### src/rtl/keypad_pkg.sv
// keypad_pkg: FSM state encoding, 4x4 matrix geometry and key-code width shared by the scanner files.
package keypad_pkg;
   localparam int ROWS   = 4;
   localparam int COLS   = 4;
   localparam int CODE_W = 4;
   typedef enum logic [1:0] {SCAN, DEBOUNCE, HELD} state_t;
   // Rows are active-low; the lowest-index low row wins when several are pressed.
   function automatic logic [1:0] first_low(input logic [ROWS-1:0] r);
      return !r[0] ? 2'd0 : !r[1] ? 2'd1 : !r[2] ? 2'd2 : 2'd3;
   endfunction
endpackage

### src/rtl/keypad_sync.sv
// keypad_sync: 2-flop synchronizer for the asynchronous row inputs, idles high (no key).
module keypad_sync
   import keypad_pkg::*;
(
   input  logic            clk,
   input  logic            rst,
   input  logic [ROWS-1:0] d,
   output logic [ROWS-1:0] q
);
   logic [ROWS-1:0] meta;
   always_ff @(posedge clk or posedge rst)
      if (rst) {q, meta} <= '1;
      else {q, meta} <= {meta, d};
endmodule

### src/rtl/keypad_scanner.sv
// keypad_scanner: 4x4 matrix scanner with debounce and a valid/ready key output.
// Define KEYPAD_REPEAT_EN to re-issue a held key after REPEAT_DELAY, then every REPEAT_RATE samples.
module keypad_scanner
   import keypad_pkg::*;
#(
   parameter int SCAN_DIV       = 1000,
   parameter int DEBOUNCE_SCANS = 4,
   parameter int REPEAT_DELAY   = 50,
   parameter int REPEAT_RATE    = 10
) (
   input  logic              clk,
   input  logic              rst,
   input  logic [ROWS-1:0]   row_in,
   output logic [COLS-1:0]   col_out,
   input  logic              key_ready,
   output logic [CODE_W-1:0] key_code,
   output logic              key_valid,
   output logic              key_lost
);
   localparam int DW = $clog2(SCAN_DIV);
   localparam int BW = $clog2(DEBOUNCE_SCANS);
   localparam logic [DW-1:0] DIV_LAST = DW'(SCAN_DIV - 1);
   localparam logic [BW-1:0] DEB_LAST = BW'(DEBOUNCE_SCANS - 1);

   if (SCAN_DIV < 4 || DEBOUNCE_SCANS < 2 || REPEAT_DELAY < 1 || REPEAT_RATE < 1) begin : g_bad_param
      $error("keypad_scanner: parameter out of range");
   end

   state_t          state;
   logic [1:0]      col, row, low_row;
   logic [DW-1:0]   dwell;
   logic [BW-1:0]   cnt;
   logic [ROWS-1:0] row_s;
   logic            tick, low_any, same, rep_hit, accept, fire;

   keypad_sync u_sync (.clk(clk), .rst(rst), .d(row_in), .q(row_s));

   assign col_out = ~(4'b0001 << col);

   always_comb begin
      tick    = dwell == DIV_LAST;
      low_any = row_s != 4'hF;
      low_row = first_low(row_s);
      same    = low_any && low_row == row;
      fire    = key_valid && key_ready;
      accept  = tick && ((state == DEBOUNCE && same && cnt == DEB_LAST) || rep_hit);
   end

`ifdef KEYPAD_REPEAT_EN
   localparam int RMAX = REPEAT_DELAY > REPEAT_RATE ? REPEAT_DELAY : REPEAT_RATE;
   localparam int RW   = $clog2(RMAX + 1);
   localparam logic [RW-1:0] DELAY_LAST = RW'(REPEAT_DELAY - 1);
   localparam logic [RW-1:0] RATE_LAST  = RW'(REPEAT_RATE - 1);
   logic [RW-1:0] rep_cnt;
   logic          rep_phase;
   // First repeat waits the long delay; rep_phase switches to the short rate afterwards.
   assign rep_hit = state == HELD && low_any && rep_cnt == (rep_phase ? RATE_LAST : DELAY_LAST);
   always_ff @(posedge clk or posedge rst)
      if (rst) begin
         rep_cnt   <= '0;
         rep_phase <= 1'b0;
      end else if (state != HELD) begin
         rep_cnt   <= '0;
         rep_phase <= 1'b0;
      end else if (tick && low_any) begin
         rep_cnt   <= rep_hit ? '0 : rep_cnt + 1'b1;
         rep_phase <= rep_phase | rep_hit;
      end
`else
   assign rep_hit = 1'b0;
`endif

   always_ff @(posedge clk or posedge rst)
      if (rst) begin
         state     <= SCAN;
         col       <= '0;
         row       <= '0;
         dwell     <= '0;
         cnt       <= '0;
         key_code  <= '0;
         key_valid <= 1'b0;
         key_lost  <= 1'b0;
      end else begin
         dwell <= tick ? '0 : dwell + 1'b1;
         if (tick)
            case (state)
               SCAN:
                  if (low_any) begin
                     row   <= low_row;
                     cnt   <= BW'(1);
                     state <= DEBOUNCE;
                  end else col <= col + 1'b1;
               DEBOUNCE:
                  if (!same) begin
                     state <= SCAN;
                     col   <= col + 1'b1;
                  end else if (cnt == DEB_LAST) begin
                     state <= HELD;
                     cnt   <= '0;
                  end else cnt <= cnt + 1'b1;
               HELD:
                  if (low_any) cnt <= '0;
                  else if (cnt == DEB_LAST) begin
                     state <= SCAN;
                     col   <= col + 1'b1;
                     cnt   <= '0;
                  end else cnt <= cnt + 1'b1;
               default: state <= SCAN;
            endcase
         // A key is only dropped when the previous one is still waiting and not being taken now.
         if (accept && (!key_valid || key_ready)) begin
            key_code  <= {row, col};
            key_valid <= 1'b1;
         end else if (fire) key_valid <= 1'b0;
         if (accept && key_valid && !key_ready) key_lost <= 1'b1;
         else if (fire && !accept) key_lost <= 1'b0;
      end
endmodule
### config.mk
export PLATFORM = sky130hd
export DESIGN_NAME = keypad_scanner
export DESIGN_NICKNAME = d
export VERILOG_FILES = /design/src/rtl/keypad_pkg.sv /design/src/rtl/keypad_sync.sv /design/src/rtl/keypad_scanner.sv
export SDC_FILE = /design/constraint.sdc
export NUM_CORES = 1
export LEC_CHECK = 0
export CAP_MARGIN = 20
export CORE_AREA = 10 10 63 75
export CTS_CLUSTER_SIZE = 30
export DETAILED_ROUTE_END_ITERATION = 10
export DIE_AREA = 0 0 73 85
export PLACE_DENSITY = 0.76
export SLEW_MARGIN = 20
export SYNTH_ARGS = -nofsm -noshare
export SYNTH_HDL_FRONTEND = slang
export SYNTH_SLANG_ARGS = --single-unit
export TNS_END_PERCENT = 50
### constraint.sdc
create_clock -name clk -period 2 [get_ports clk]
set_clock_uncertainty 0.2 [all_clocks]
set_input_delay 0.3 -clock clk [delete_from_list [all_inputs] [get_ports clk]]
set_output_delay 0.3 -clock clk [all_outputs]
set_load 0.03 [all_outputs]
* After elaboration in Yosys (flattened, before gate mapping)
Index checks and enable logic that the tools add are counted.
Operators by class: eq/ne operators 13, add/subtract/negate cells 3, reductions and logical operators 21, bitwise operators 1, mux-type cells 23, shift operators 1
Operators by type and width (count):
- $mux W2 | 14
- $pmux W2 S3 | 3
- $ne A2 B2 Y1 const B | 6
- $add A10 B1 Y10 const B | 1
- $eq A10 B10 Y1 const B | 1
- $mux W10 | 1
- $logic_and A1 B1 Y1 | 9
- $reduce_and A6 Y1 | 1
- $mux W1 | 5
- $reduce_and A5 Y1 | 1
- $add A2 B1 Y2 const B | 2
- $eq A2 B2 Y1 const B | 2
- $ne A4 B4 Y1 const B | 1
- $not A4 Y4 | 1
- $reduce_and A4 Y1 | 1
- $reduce_bool A2 Y1 | 2
- $shl A1 B2 Y4 const A | 1
- $logic_not A1 Y1 | 3
- $ne A3 B2 Y1 const B | 1
- $reduce_and A3 Y1 | 1
- $reduce_bool A3 Y1 | 1
- $eq A2 B1 Y1 const B | 1
- $eq A2 B2 Y1 | 1
- $logic_not A2 Y1 | 1
- $logic_or A1 B1 Y1 | 1
Storage, ports and cells: output and inout port bits 10, bits of input ports 7, bits in registers 32, logic and storage cells 72

* Longest topological paths before layout
depth after elaboration 12, mapped depth 6, gate-level depth less buffers 6

* Cells and area by module
A second synthesis with hierarchy kept.
Unflattened totals: cells, all modules 135, area total of the unflattened synthesis 1530.2 um2
By module, submodules not included:
- keypad_scanner | area an instance 1316.3 um2, instances 1, cells an instance 126, sequential area each 600.6 um2
- keypad_sync | area an instance 214.0 um2, instances 1, cells an instance 9, sequential area each 210.2 um2

* Least setup slack after synthesis
OpenSTA, ideal clock, no wires.
kind reg-to-reg, start register dwell[0], end register cnt[0], period minus slack after synthesis 2098 ps, slack -98 ps, cell stages (with the launch flop) 7, arrival time 1773 ps, library setup time 125 ps, path buffers 0, data required time 1675 ps, path through dfrtp_1 ha_1 nand2_1 nor3_2 nand3_2 nor4b_2 mux2_2
Between the ends: word-level cells in the longest chain between the ends 2
Ends and longest elaborated chain:
- start: declaration | RTL line keypad_scanner.sv:31 | logic [DW-1:0] dwell;
- start signal: assignment | RTL line keypad_scanner.sv:84 | dwell <= tick ? '0 : dwell + 1'b1;
- $eq A10 B10 Y1 | RTL line keypad_scanner.sv:41 | tick = dwell == DIV_LAST;
- $reduce_and A4 Y1 (no source line)
- end signal: assignment | RTL line keypad_scanner.sv:100 | end else cnt <= cnt + 1'b1;
- end signal: assignment | RTL line keypad_scanner.sv:107 | end else cnt <= cnt + 1'b1;
- end: declaration | RTL line keypad_scanner.sv:32 | logic [BW-1:0] cnt;
No other way between the ends. A chain may end at the register's enable or synchronous reset.

* Worst setup path after layout
start register dwell[1], end register cnt[0]
Same word-level chain as after synthesis.

==> impl_metrics.ini <==
[synthesis]
synth_cells = 137
yosysTopAreaCell = dfrtp_1
synthFlopType = dfrtp_1
synth_top_family_by_area = simple AND/OR/NAND/NOR gates
yosysWarningCount = 0
postSynthAreaPerCell_um2 = 11.4
synthArstFlopShare_pct = 100
synth.mux.area_fraction_pct = 6.00
yosys-top-cells-count = 24 x dfrtp_1, 14 x nand2_1, 11 x inv_1, 10 x ha_1, 10 x nor2_1
synthSimpleGateAreaFrac_pct = 19.1
yosysMostFrequentCell = dfrtp_1
synth-adder-area-share_pct = 8.01
synth_fp_nets = 154
synth_xor_area_share_pct = 3.92
netlist_area_mm2 = 0.00156
synth_edf_count = 0
synth-compound-area-share_pct = 8.41
ys_types = 35
yosys_register_bits = 32
yosys-top-cells-area = dfrtp_1 38%, dfstp_2 13%, ha_1 8.0%
synth_top_area_share_pct = 38.4
ys_seq_area_share_pct = 51.9

[pwr]
power_density_mw_per_mm2 = 556
max-vdd-ir-drop_uv = 653
p_leak_nw = 0.983
p_total_mw = 1.22

[setup_path]
critPathKind = register to register
rr_endpoint = cnt[0]
slowest_delay_ns = 0.40
r2r-start = dwell[1]
reg2reg_depth = 6
crit_chain = ha_4 > nand2_4 > nor3_4 > nand3_4 > nor4b_4 > mux2_4
r2r_slack_ns = -0.001
cp_max_fo = 2
required_ns = 1.98
cpMaxStageDelayCell = dfrtp_1
arrival_ns = 1.98
endpoint_kind = register
worstSetupStartpointType = register

[global_route]
grt_antenna_before_repair = 0
grt_pass1_vias = 1209
overflow = 0
grt_max_degree = 33
grt_pass1_wl_um = 5220
grt_usage_pct = 10.6

[status]
outcome = finished with violations
violations = negative setup slack

[timing]
relSlewSlack_pct = 73.9
layout_setup_ws_ns = -0.00138
finalCriticalPeriod_ns = 2.00
rsz0062_at_grt = true
period_share_pct = 100
setup_violations = 1
fmax_mhz = 500
hold_viol_final = 0
worst_pin_slew_ns = 0.391
drv_slew = 0

[finish]
fillCellCount = 251
final_cell_area_mm2 = 0.00219
nets = 203
multi_input_area_um2 = 836
antenna_cells = 0
seqCellArea_um2 = 812
area_growth_pct = 40.4
layout-drive-gt1-share_pct = 40.1

[routing]
via_count = 1160
post-route-drc-count = 0
vias_per_cell = 5.18
first_pass_iters = 4
wl_per_cell_um = 14.5
wl_um = 3240
drt_iter0_drc = 22
drtAntennaViolNets = 0

[die]
die_x_um = 73
dieHeight_um = 85
num_rows = 23
core_mm2 = 0.00328
initial_core_util_pct = 47.6
io_pins = 17
die_area_mm2 = 0.00621

[clock_tree]
clk_pin_slew_ns = 0.07
cts_buffers = 5
cts_tree = built
cts_hold_buf = 0
h-tree-depth = 2
cts_buffer_depth = 2
worstSkewPairLatency_ns = 0.29
cts_root_buf = clkbuf_8
clock-sinks = 32

[min_path]
hp-class = register to register
whs_path_depth = 0
min-delay-start = u_sync.meta[0]
min_to = u_sync.q[0]

[placed_design]
place_area_mm2 = 0.00194
gp_congestion = 0.808
port_buffers = 16
dp_hpwl_um = 2320

[job]
cap_violations = 0
## power by group
group / switching [mW] / internal, mW
Sequential: 0.00679 / 0.662
Combinational: 0.0209 / 0.0206
Clock: 0.263 / 0.246
Total: 0.290 / 0.928
## how the worst max path moves through the flow
stage | to | slack [ns] | startpoint
after floorplan | key_code[0] | 0.01 | dwell[0]
after global placement | cnt[1] | 0.007 | u_sync.q[1]
after detailed placement | cnt[0] | -0.04 | u_sync.q[1]
after CTS | cnt[0] | -0.02 | dwell[1]
after global routing | cnt[0] | -0.07 | u_sync.q[0]
final | cnt[0] | -0.001 | dwell[1]
## state kept, by name (all words and copies together) (netlist names)
name	cells
u_sync.q	4
key_valid	1
dwell	10
cnt	2
col	2
u_sync.meta	4
state	2
key_lost	1
key_code	4
row	2
## metal layers
metal  global-route usage [%]  vias to the layer above  wire length [µm]  share of wire, %
met5                        0                        -                 0                 0
met4                     4.67                        0                55               1.7
met3                     4.43                        7               175               5.4
met2                     19.2                       19              1820                56
met1                     9.78                      561              1190                37
li1                         -                      573                 -                 -
## cell families (layout without fill, tap and decap cells)
| group | count (synthesis) | in the layout |
|---|---|---|
| adders and majority gates | 10 | 10 |
| buffers and inverters | 11 | 61 |
| AOI/OAI and AO/OA | 20 | 20 |
| xor gates and xnor gates | 7 | 7 |
| muxes | 8 | 8 |
| and+or+nand+nor | 49 | 49 |
| DFF | 32 | 32 |
## per-stage QoR
stage                     utilization, %  instances  hold slack (ns)  setup WS, ns  setup TNS (ns)
after detailed placement            59.0        208            0.147       -0.0366         -0.0884
after CTS                           62.4        216            0.157       -0.0237         -0.0585
after floorplan                        -        137            0.104        0.0110               0
after global placement              59.0        208            0.145       0.00698               0
after global routing                66.9        224            0.164       -0.0678          -0.197
final                               66.9        224            0.156      -0.00138        -0.00138
## placed cells by master (no fill, tap or decap), types with 2 or more instances in the layout
cell             count
dfrtp_1             23
clkinvlp_4           2
nor2_1              10
nand2_1             12
o21ai_2              2
xnor2_1              3
a21oi_1              3
mux2_2               5
nand2b_1             3
clkbuf_8             5
o21ai_0              5
nand3_1              4
nor4_4               2
o31ai_1              4
xor2_1               4
mux2_4               3
ha_1                 9
clkdlybuf4s50_1     12
buf_4               24
inv_1               11
clkdlybuf4s15_1      2
dfstp_2              8
## final cells by class
| class | count | area share [%] |
|---|---|---|
| Clock buffer | 5 | 3.14 |
| Sequential cell | 32 | 37.0 |
| Tap cell | 37 | 2.11 |
| Multi-Input combinational cell | 94 | 38.1 |
| Inverter | 11 | 1.88 |
| Timing Repair Buffer | 42 | 16.7 |
| Clock inverter | 3 | 1.08 |
## critical path, delay by kind of cell, from the launching register on
family                     cells  cell delay (ns)
adders and majority gates      1             0.17
muxes                          1             0.33
and+or+nand+nor                4             0.79
DFF                            1             0.40
## timing repair
item / 4_1_cts / 5_1_grt
gates resized for setup: 8 / 19
pin swaps: 2 / 7
endpoints found under the setup margin: 11 / 12
cloned: 0 / 0
buffers inserted: 0 / 8
(Power assumes the default switching activity.)
